`src/rtl/uart_pkg.sv`:
```
// Shared UART definitions: transmit FSM state encoding and a constant max() helper.
// The PARITY state exists only when UART_TX_PARITY_EN is defined.
package uart_pkg;

  typedef enum logic [2:0] {
    IDLE   = 3'd0,
    START  = 3'd1,
    DATA   = 3'd2,
`ifdef UART_TX_PARITY_EN
    PARITY = 3'd3,
`endif
    STOP   = 3'd4
  } tx_state_e;

  function automatic int max(input int a, input int b);
    return (a > b) ? a : b;
  endfunction

endpackage

```
`src/rtl/uart_sync_fifo.sv`:
```
// Synchronous FIFO for the UART transmit queue; pushes while full and pops while
// empty are ignored, pointers wrap modulo DEPTH (a power of 2).
module uart_sync_fifo #(
  parameter int WIDTH = 8,
  parameter int DEPTH = 4
) (
  input  logic                       clk,
  input  logic                       reset,
  input  logic                       i_push,
  input  logic                       i_pop,
  input  logic [WIDTH-1:0]           i_data,
  output logic [WIDTH-1:0]           o_data,
  output logic                       o_full,
  output logic                       o_empty,
  output logic [$clog2(DEPTH+1)-1:0] o_count
);

  localparam int PW = $clog2(DEPTH);
  localparam int CW = $clog2(DEPTH + 1);

  logic [WIDTH-1:0] r_mem [DEPTH];
  logic [PW-1:0]    r_wr_ptr;
  logic [PW-1:0]    r_rd_ptr;
  logic [CW-1:0]    r_count;
  logic             w_push_ok;
  logic             w_pop_ok;

  assign o_full    = (r_count == CW'(DEPTH));
  assign o_empty   = (r_count == '0);
  assign w_push_ok = i_push && !o_full;
  assign w_pop_ok  = i_pop && !o_empty;
  assign o_data    = r_mem[r_rd_ptr];
  assign o_count   = r_count;

  // NOTE: the storage array is deliberately not reset; count and pointers define validity.
  always_ff @(posedge clk) begin
    if (w_push_ok) r_mem[r_wr_ptr] <= i_data;
  end

  // NOTE: sequential state uses non-blocking assignments so every flop samples pre-edge values.
  always_ff @(posedge clk or posedge reset) begin
    if (reset) begin
      r_wr_ptr <= '0;
      r_rd_ptr <= '0;
      r_count  <= '0;
    end else begin
      if (w_push_ok) r_wr_ptr <= r_wr_ptr + PW'(1);
      if (w_pop_ok)  r_rd_ptr <= r_rd_ptr + PW'(1);
      case ({w_push_ok, w_pop_ok})
        2'b10:   r_count <= r_count + CW'(1);
        2'b01:   r_count <= r_count - CW'(1);
        default: ;
      endcase
    end
  end

endmodule

```
`src/rtl/uart_tx_fifo.sv`:
```
// UART transmitter fed by a small FIFO; back-to-back frames leave no idle bit.
// Define UART_TX_PARITY_EN to add the parity_odd port and a parity bit per frame.
module uart_tx_fifo
  import uart_pkg::*;
#(
  parameter int DATA_BITS  = 8,
  parameter int OVERSAMPLE = 16,
  parameter int STOP_TICKS = 16,
  parameter int FIFO_DEPTH = 4
) (
  input  logic                            clk,
  input  logic                            reset,
  input  logic                            s_tick,
  input  logic [DATA_BITS-1:0]            tx_data,
  input  logic                            tx_valid,
  output logic                            tx_ready,
`ifdef UART_TX_PARITY_EN
  input  logic                            parity_odd,
`endif
  output logic                            tx,
  output logic                            tx_busy,
  output logic                            tx_done,
  output logic [$clog2(FIFO_DEPTH+1)-1:0] fifo_count
);

  localparam int TW = $clog2(max(OVERSAMPLE, STOP_TICKS));
  localparam int BW = $clog2(DATA_BITS);

  tx_state_e            r_state;
  tx_state_e            w_state_nxt;
  logic [TW-1:0]        r_tick_cnt;
  logic [TW-1:0]        w_tick_nxt;
  logic [BW-1:0]        r_bit_cnt;
  logic [BW-1:0]        w_bit_nxt;
  logic [DATA_BITS-1:0] r_shift;
  logic [DATA_BITS-1:0] w_shift_nxt;
  logic                 r_tx;
  logic                 w_tx_nxt;
  logic                 r_tx_done;
  logic                 w_pop;
  logic                 w_bit_end;
  logic                 w_last_bit;
  logic [DATA_BITS-1:0] w_fifo_data;
  logic                 w_fifo_full;
  logic                 w_fifo_empty;
`ifdef UART_TX_PARITY_EN
  logic                 r_parity_bit;
`endif

  uart_sync_fifo #(
    .WIDTH (DATA_BITS),
    .DEPTH (FIFO_DEPTH)
  ) u_fifo (
    .clk     (clk),
    .reset   (reset),
    .i_push  (tx_valid),
    .i_pop   (w_pop),
    .i_data  (tx_data),
    .o_data  (w_fifo_data),
    .o_full  (w_fifo_full),
    .o_empty (w_fifo_empty),
    .o_count (fifo_count)
  );

  // A bit ends on the tick that completes its oversample (or stop) period.
  assign w_bit_end  = s_tick && ((r_state == STOP) ? (r_tick_cnt == TW'(STOP_TICKS - 1))
                                                    : (r_tick_cnt == TW'(OVERSAMPLE - 1)));
  assign w_last_bit = (r_bit_cnt == BW'(DATA_BITS - 1));

  always_ff @(posedge clk or posedge reset) begin
    if (reset) r_state <= IDLE;
    else       r_state <= w_state_nxt;
  end

  // NOTE: every always_comb output gets a default first so no path infers a latch.
  always_comb begin
    w_state_nxt = r_state;
    w_pop       = 1'b0;
    case (r_state)
      IDLE: if (!w_fifo_empty) begin
        w_state_nxt = START;
        w_pop       = 1'b1;
      end
      START: if (w_bit_end) w_state_nxt = DATA;
      DATA: if (w_bit_end && w_last_bit) begin
`ifdef UART_TX_PARITY_EN
        w_state_nxt = PARITY;
`else
        w_state_nxt = STOP;
`endif
      end
`ifdef UART_TX_PARITY_EN
      PARITY: if (w_bit_end) w_state_nxt = STOP;
`endif
      STOP: if (w_bit_end) begin
        if (!w_fifo_empty) begin
          w_state_nxt = START;
          w_pop       = 1'b1;
        end else begin
          w_state_nxt = IDLE;
        end
      end
      default: w_state_nxt = IDLE;
    endcase
  end

  always_comb begin
    w_tick_nxt  = r_tick_cnt;
    w_bit_nxt   = r_bit_cnt;
    w_shift_nxt = r_shift;
    if (w_pop) begin
      w_tick_nxt  = '0;
      w_bit_nxt   = '0;
      w_shift_nxt = w_fifo_data;
    end else if (r_state != IDLE && s_tick) begin
      w_tick_nxt = w_bit_end ? '0 : r_tick_cnt + TW'(1);
      if (r_state == DATA && w_bit_end) begin
        w_bit_nxt   = r_bit_cnt + BW'(1);
        w_shift_nxt = r_shift >> 1;
      end
    end
  end

  // The line is registered from the next state so it changes on the same edge as the FSM.
  always_comb begin
    case (w_state_nxt)
      START:   w_tx_nxt = 1'b0;
      DATA:    w_tx_nxt = w_shift_nxt[0];
`ifdef UART_TX_PARITY_EN
      PARITY:  w_tx_nxt = r_parity_bit;
`endif
      default: w_tx_nxt = 1'b1;
    endcase
  end

  always_ff @(posedge clk or posedge reset) begin
    if (reset) begin
      r_tick_cnt <= '0;
      r_bit_cnt  <= '0;
      r_shift    <= '0;
      r_tx       <= 1'b1;
      r_tx_done  <= 1'b0;
    end else begin
      r_tick_cnt <= w_tick_nxt;
      r_bit_cnt  <= w_bit_nxt;
      r_shift    <= w_shift_nxt;
      r_tx       <= w_tx_nxt;
      r_tx_done  <= (r_state == STOP) && w_bit_end;
    end
  end

`ifdef UART_TX_PARITY_EN
  always_ff @(posedge clk or posedge reset) begin
    if (reset)      r_parity_bit <= 1'b0;
    else if (w_pop) r_parity_bit <= (^w_fifo_data) ^ parity_odd;
  end
`endif

  assign tx       = r_tx;
  assign tx_done  = r_tx_done;
  assign tx_busy  = (r_state != IDLE);
  assign tx_ready = !w_fifo_full;

endmodule

```
`config.mk`:
```
export PLATFORM = sky130hd
export DESIGN_NAME = uart_tx_fifo
export DESIGN_NICKNAME = d
export VERILOG_FILES = /design/src/rtl/uart_pkg.sv /design/src/rtl/uart_sync_fifo.sv /design/src/rtl/uart_tx_fifo.sv
export SDC_FILE = /design/constraint.sdc
export NUM_CORES = 1
export LEC_CHECK = 0
export CAP_MARGIN = 10
export CORE_ASPECT_RATIO = 1.75
export CORE_MARGIN = 5
export CORE_UTILIZATION = 48
export DETAILED_ROUTE_END_ITERATION = 7
export PLACE_DENSITY = 0.82
export SYNTH_ARGS = -nofsm -noshare
export SYNTH_HDL_FRONTEND = slang
export SYNTH_SLANG_ARGS = --single-unit
```
`constraint.sdc`:
```
create_clock -name clk -period 2.45 [get_ports clk]
set_clock_uncertainty 0.2 [all_clocks]
set_input_delay 0.6125 -clock clk [delete_from_list [all_inputs] [get_ports clk]]
set_output_delay 0.6125 -clock clk [all_outputs]
set_load 0.01 [all_outputs]
```
## After elaboration in Yosys (flattened, before gate mapping)

Memory sizes are Yosys's and may differ from the RTL's.
Index checks and enable logic that the tools add are counted.

- Bits in registers: 27
- Memory bits (writable): 32
- Input port bits: 12
- Output and inout bits: 7
- Logic and storage cells: 65
- Memories: 1

- $add $sub $neg: 6
- Eq/ne operators: 10
- Mux-type cells: 22
- Reduce and logical (&&, ||, !) cells: 16

Memory list:

| memory | words | width | read ports | clocked after memory_dff | wr ports | line | source |
|---|---|---|---|---|---|---|---|
| u_fifo.r_mem | 4 | 8 | 1 | 0 | 1 | uart_sync_fifo.sv:21 | `logic [WIDTH-1:0] r_mem [DEPTH];` |

Operators by type and width:

| cell | number |
|---|---|
| $mux 8 | 3 |
| $mux 3 | 7 |
| $mux 4 | 3 |
| $pmux 3 s4 | 1 |
| $eq 3x3->1 const B | 3 |
| $logic_and 1x1->1 | 7 |
| $add 3x1->3 const B | 2 |
| $eq 3x1->1 const B | 2 |
| $eq 3x2->1 const B | 2 |
| $logic_not 3->1 | 2 |
| $pmux 3 s2 | 1 |
| $reduce_bool 2->1 | 3 |
| $mux 1 | 5 |
| $add 2x1->2 const B | 2 |
| $add 4x1->4 const B | 1 |
| $eq 4x4->1 const B | 1 |
| $pmux 1 s2 | 2 |
| $reduce_bool 3->1 | 1 |
| $sub 3x1->3 const B | 1 |
| $eq 2x1->1 const B | 1 |
| $eq 2x2->1 const B | 1 |
| $logic_not 1->1 | 2 |
| $reduce_and 2->1 | 1 |

## Longest topological paths before layout

- Depth in word-level cells: 7
- Gate-level depth with buffers: 9
- Gate-level depth less buffers: 9

## Hierarchy

From an unflattened synthesis, not the netlist that was laid out.

- Cells, all modules: 172
- Area total of the unflattened synthesis: 2585.0 µm²

By module, submodules not included:

| module | times used | cells each | area an instance (µm²) | sequential area each (µm²) |
|---|---|---|---|---|
| uart_sync_fifo | 1 | 80 | 1596.5 | 1136.1 |
| uart_tx_fifo | 1 | 92 | 988.4 | 501.7 |

## Worst setup path after synthesis

Ideal clock, no wire load.

- Kind: register -> register
- Start: register r_tick_cnt[0]
- End: register u_fifo.r_count[1], in the netlist u_fifo.o_count[1]
- Library setup time: 125 ps
- Arrival: 2309 ps
- Required time: 2125 ps
- Path slack: -184 ps
- Stages on the path, launching flop included: 8
- Path buffers: 1
- Period minus slack after synthesis: 2634 ps
- Cells stage by stage: dfrtp_1 ha_1 nand4_4 a2111oi_4 buf_6 ha_1 fa_1 mux2_2

- Cells in the longest elaborated chain, start to end: 7
- Elaborated cells on any way between the ends: 9
- Classes of those cells: 3 x eq/ne; 3 x mux; 3 x reduce/logical

RTL lines:

| what | line | source |
|---|---|---|
| from (decl) | uart_tx_fifo.sv:31 | `logic [TW-1:0] r_tick_cnt;` |
| from (signal assigned) | uart_tx_fifo.sv:144 | `r_tick_cnt <= w_tick_nxt;` |
| $eq 4x4->1 (*) | uart_tx_fifo.sv:66, uart_tx_fifo.sv:67 |  |
| $logic_and 1x1->1 (*) | uart_tx_fifo.sv:66 | `assign w_bit_end = s_tick && ((r_state == STOP) ? (r_tick_cnt == TW'(STOP_TICKS - 1))` |
| $mux 1 (*) | uart_tx_fifo.sv:95 | `STOP: if (w_bit_end) begin` |
| $pmux 1 s2 (*) | uart_tx_fifo.sv:79 | `case (r_state)` |
| $logic_and 1x1->1 (*) | uart_sync_fifo.sv:31 | `assign w_pop_ok = i_pop && !o_empty;` |
| net u_fifo.w_pop_ok | uart_sync_fifo.sv:26 | `logic w_pop_ok;` |
| $eq 2x1->1 or $eq 2x2->1 (tied branches) | uart_sync_fifo.sv:49 | `case ({w_push_ok, w_pop_ok})` |
| $pmux 3 s2 or $reduce_bool 2->1 (tied branches) | n/a |  |
| to (signal assigned) | uart_sync_fifo.sv:50 | `2'b10: r_count <= r_count + CW'(1);` |
| to (signal assigned) | uart_sync_fifo.sv:51 | `2'b01: r_count <= r_count - CW'(1);` |
| to (decl) | uart_sync_fifo.sv:24 | `logic [CW-1:0] r_count;` |

The timed path passes the listed nets; every way through them passes the cells marked *.
A chain may end at the register's enable or synchronous reset.

## Final worst setup path

- Start: register r_tick_cnt[0]
- End: register u_fifo.r_count[1], in the netlist u_fifo.o_count[1]

- Cells in the longest elaborated chain, start to end: 7
- Elaborated cells on any way between the ends: 9
- Classes of those cells: 3 x eq/ne; 3 x mux; 3 x reduce/logical

RTL lines:

| what | line |
|---|---|
| $eq 4x4->1 (*) | uart_tx_fifo.sv:66, uart_tx_fifo.sv:67 |
| $logic_and 1x1->1 (*) | uart_tx_fifo.sv:66 |
| $mux 1 (*) | uart_tx_fifo.sv:95 |
| $pmux 1 s2 (*) | uart_tx_fifo.sv:79 |
| $logic_and 1x1->1 (*) | uart_sync_fifo.sv:31 |
| $eq 2x1->1 or $eq 2x2->1 (tied branches) | uart_sync_fifo.sv:49 |
| $pmux 3 s2 or $reduce_bool 2->1 (tied branches) | n/a |

Mark *: on every way between the ends. The rest lies on a longest branch, timed or not.

==> flow_summary.ini <==
[timing]
grt_setup_unrepaired = no
setup_viol_count_final = 0
max_freq_mhz = 434
finalMaxSlewViolations = 0
finalHoldViolCount = 0
period_needed_ns = 2.30
tightest_slew_ns = 0.608
fin_crit_sh_pct = 94.0
slew_headroom_pct = 59.1

[worst_setup_path]
critPathArrivalTime_ns = 2.32
cpMostUsedCell = ha_4
required_ns = 2.47
crit_slowest_cell = dfrtp_1
rr_endpoint = u_fifo.o_count[1]$_DFFE_PP0P_
critical_path_class = reg -> reg
crit_chain = ha_4 -> nand4_4 -> a2111oi_4 -> ha_4 -> fa_1 -> mux2_2
r2r_slack_ns = 0.15
cp_num_cells = 6
reg2reg_depth = 6
path_max_fanout = 4
critPathLaunch = r_tick_cnt[0]$_DFFE_PP0P_
startpoint_type = flip-flop
critPathTopFamily = adder cells
cp.buffers_inverters = 0
endpoint_kind = flip-flop
cp_slowest_stage_delay_ns = 0.43
cp-endpoint = u_fifo.o_count[1]$_DFFE_PP0P_
r2r_start = r_tick_cnt[0]$_DFFE_PP0P_

[global_routing]
antenna_found_initial = 0
grt_use_total_pct = 13.8
grt_max_degree = 28
grt_pass1_wl_um = 7070
grt_pass1_vias = 1569
overflow = 0

[floorplan]
die_x_um = 65.4
dieArea_mm2 = 0.00699
ios = 19
die_h_um = 107
core-area_mm2 = 0.00526
initial_core_util_pct = 49.0
row_count = 35

[clock_network]
clk_pin_slew_ns = 0.06
htreeDepth = 3
clock_path_buffers = 2
cts_tree = yes
cts_buffers = 9
root_buffer = clkbuf_8
clock_latency_ns = 0.33
clock-sinks = 59

[routing]
dr.pass1.iters = 4
dr.first_iter.drc_count = 57
viasPerCell = 5.48
num_vias = 1451
postRouteAntennaNets = 0
wire_per_inst_um = 15.9
drc_errors = 0
wl_um = 4210

[hold_path]
worstHoldPathType = reg -> reg

[power_and_ir_drop]
ir_drop_mv = 0.653
power_density_mw_per_mm2 = 1110
p_leak_nw = 1.25

[synth]
synth_edf_count = 32
synthFlopType = edfxtp_1
yosys.cell_types.count = 41
synthArstFlopShare_pct = 45.8
syn_nets = 193
ys_warn_count = 0
synth-seq-cells = 59
avgSynthCellArea_um2 = 15.0
syn_area_mm2 = 0.00257
ys_seq_area_share_pct = 63.6
synthesis.instances = 172

[cells_and_area]
final_cell_mix = 32 x edfxtp_1, 23 x dfrtp_1, 15 x nand2_1, 15 x clkdlybuf4s50_1, 12 x buf_4
regArea_mm2 = 0.00164
nets = 226
final_util_pct = 59.5
drive_gt1_share_pct = 25.2
layout_commonest_cell = edfxtp_1
synthToLayoutAreaGrowth_pct = 21.4
antennaDiodeCount = 0
multi_input_comb_area_um2 = 898
nFillCells = 402
instances_no_fill = 265

[flow_run]
cap_violations = 0

[run_status]
status = finished, final reports clean

[place]
hpwl_um = 2900
gp_routability_congestion = 0.759
dp.cells = 247
portBuffers = 18
==> through the flow <==
stage          power (mW)  TNS [ns]  instance area, µm²  hold WS (ns)  setup slack [ns]
3_3_place_gp         2.41    -0.711                2870         0.315            -0.347
3_5_place_dp         2.46     -1.04                2870         0.321            -0.396
6_report             3.46         0                3130         0.330             0.148
5_1_grt              3.67         0                3130         0.353            0.0386
2_1_floorplan        2.17   -0.0662                2590         0.302           -0.0662
4_1_cts              3.50         0                3110         0.330          0.000826
==> routing by layer <==
metal	vias up	part of all wire [%]	global-route usage, %
met2	21	57	23.9
li1	700	-	-
met3	6	3.0	4.72
met1	724	38	14.2
met4	0	2.0	7.57
met5	-	0	0
==> sequential cells by signal (all words and copies together) (netlist names) <==
register         flops
r_state              3
tx_done              1
u_fifo.o_count       3
r_tick_cnt           4
u_fifo.r_wr_ptr      2
u_fifo.r_mem        32
u_fifo.r_rd_ptr      2
tx                   1
r_bit_cnt            3
r_shift              8
==> repair_timing <==
action / 4_1_cts / 5_1_grt
setup endpoints to repair: 2 / 2
pin swaps: 2 / 1
resized for setup: 3 / 4
cloned: 0 / 0
hold buffers: 0 / 0
setup buffers: 2 / 0
==> where the power goes <==
| part | switching, mW | leakage (nW) | internal [mW] |
|---|---|---|---|
| registers | 0.235 | 0.618 | 1.34 |
| clock network | 0.357 | 0.118 | 0.668 |
| logic | 0.382 | 0.510 | 0.476 |
| total | 0.975 | 1.25 | 2.49 |
==> tightest hold or removal path: cells and delay by family, from the launching register on <==
kind	cells	cell delay (ns)
DFF	1	0.38
and+or+nand+nor	1	0.06
AOI/OAI and AO/OA	1	0.05
==> area by class of cell <==
class	instances	area share [%]
sequential	59	52.5
multi-input combinational	101	28.7
timing repair buffer	30	8.65
clock buffer	10	4.08
clock inverter	6	3.32
tap	55	2.20
inverter	4	0.480
==> Yosys cell counts (all sizes together) (2+ instances only) <==
library cell	n	area, µm²
buf	6	41.3
xnor2	4	35.0
clkbuf	2	7.51
and2	2	13.8
nand3	5	25.0
xor2	4	35.0
a2111oi	2	42.5
mux4	8	180
edfxtp	32	961
mux2i	7	70.1
dfrtp	26	651
o21ai	8	43.8
or3	2	12.5
inv	4	15.0
nor2	8	30.0
nand2	16	62.6
a21oi	7	35.0
mux2	2	22.5
and3	4	25.0
ha	8	100
==> cell families after synthesis <==
kind of cell	synth area share (%)
flops	63.6
compound gates	5.98
buf+inv	2.48
fa+ha+maj	4.66
mux	10.6
simple gates	9.96
xor+xnor	2.72
==> worst min path at each step <==
stage | start | to | slack [ns] | cells past startpoint
2_1_floorplan | r_shift[7]$_DFFE_PP0P_ | r_shift[7]$_DFFE_PP0P_ | 0.30 | 2
6_report | r_bit_cnt[1]$_DFFE_PP0P_ | r_bit_cnt[1]$_DFFE_PP0P_ | 0.33 | 2
3_5_place_dp | r_bit_cnt[1]$_DFFE_PP0P_ | r_bit_cnt[1]$_DFFE_PP0P_ | 0.32 | 2
4_1_cts | r_bit_cnt[1]$_DFFE_PP0P_ | r_bit_cnt[1]$_DFFE_PP0P_ | 0.33 | 2
3_3_place_gp | r_bit_cnt[1]$_DFFE_PP0P_ | r_bit_cnt[1]$_DFFE_PP0P_ | 0.31 | 2
5_1_grt | r_bit_cnt[1]$_DFFE_PP0P_ | r_bit_cnt[1]$_DFFE_PP0P_ | 0.35 | 2
Power figures use the tool's default switching activity.
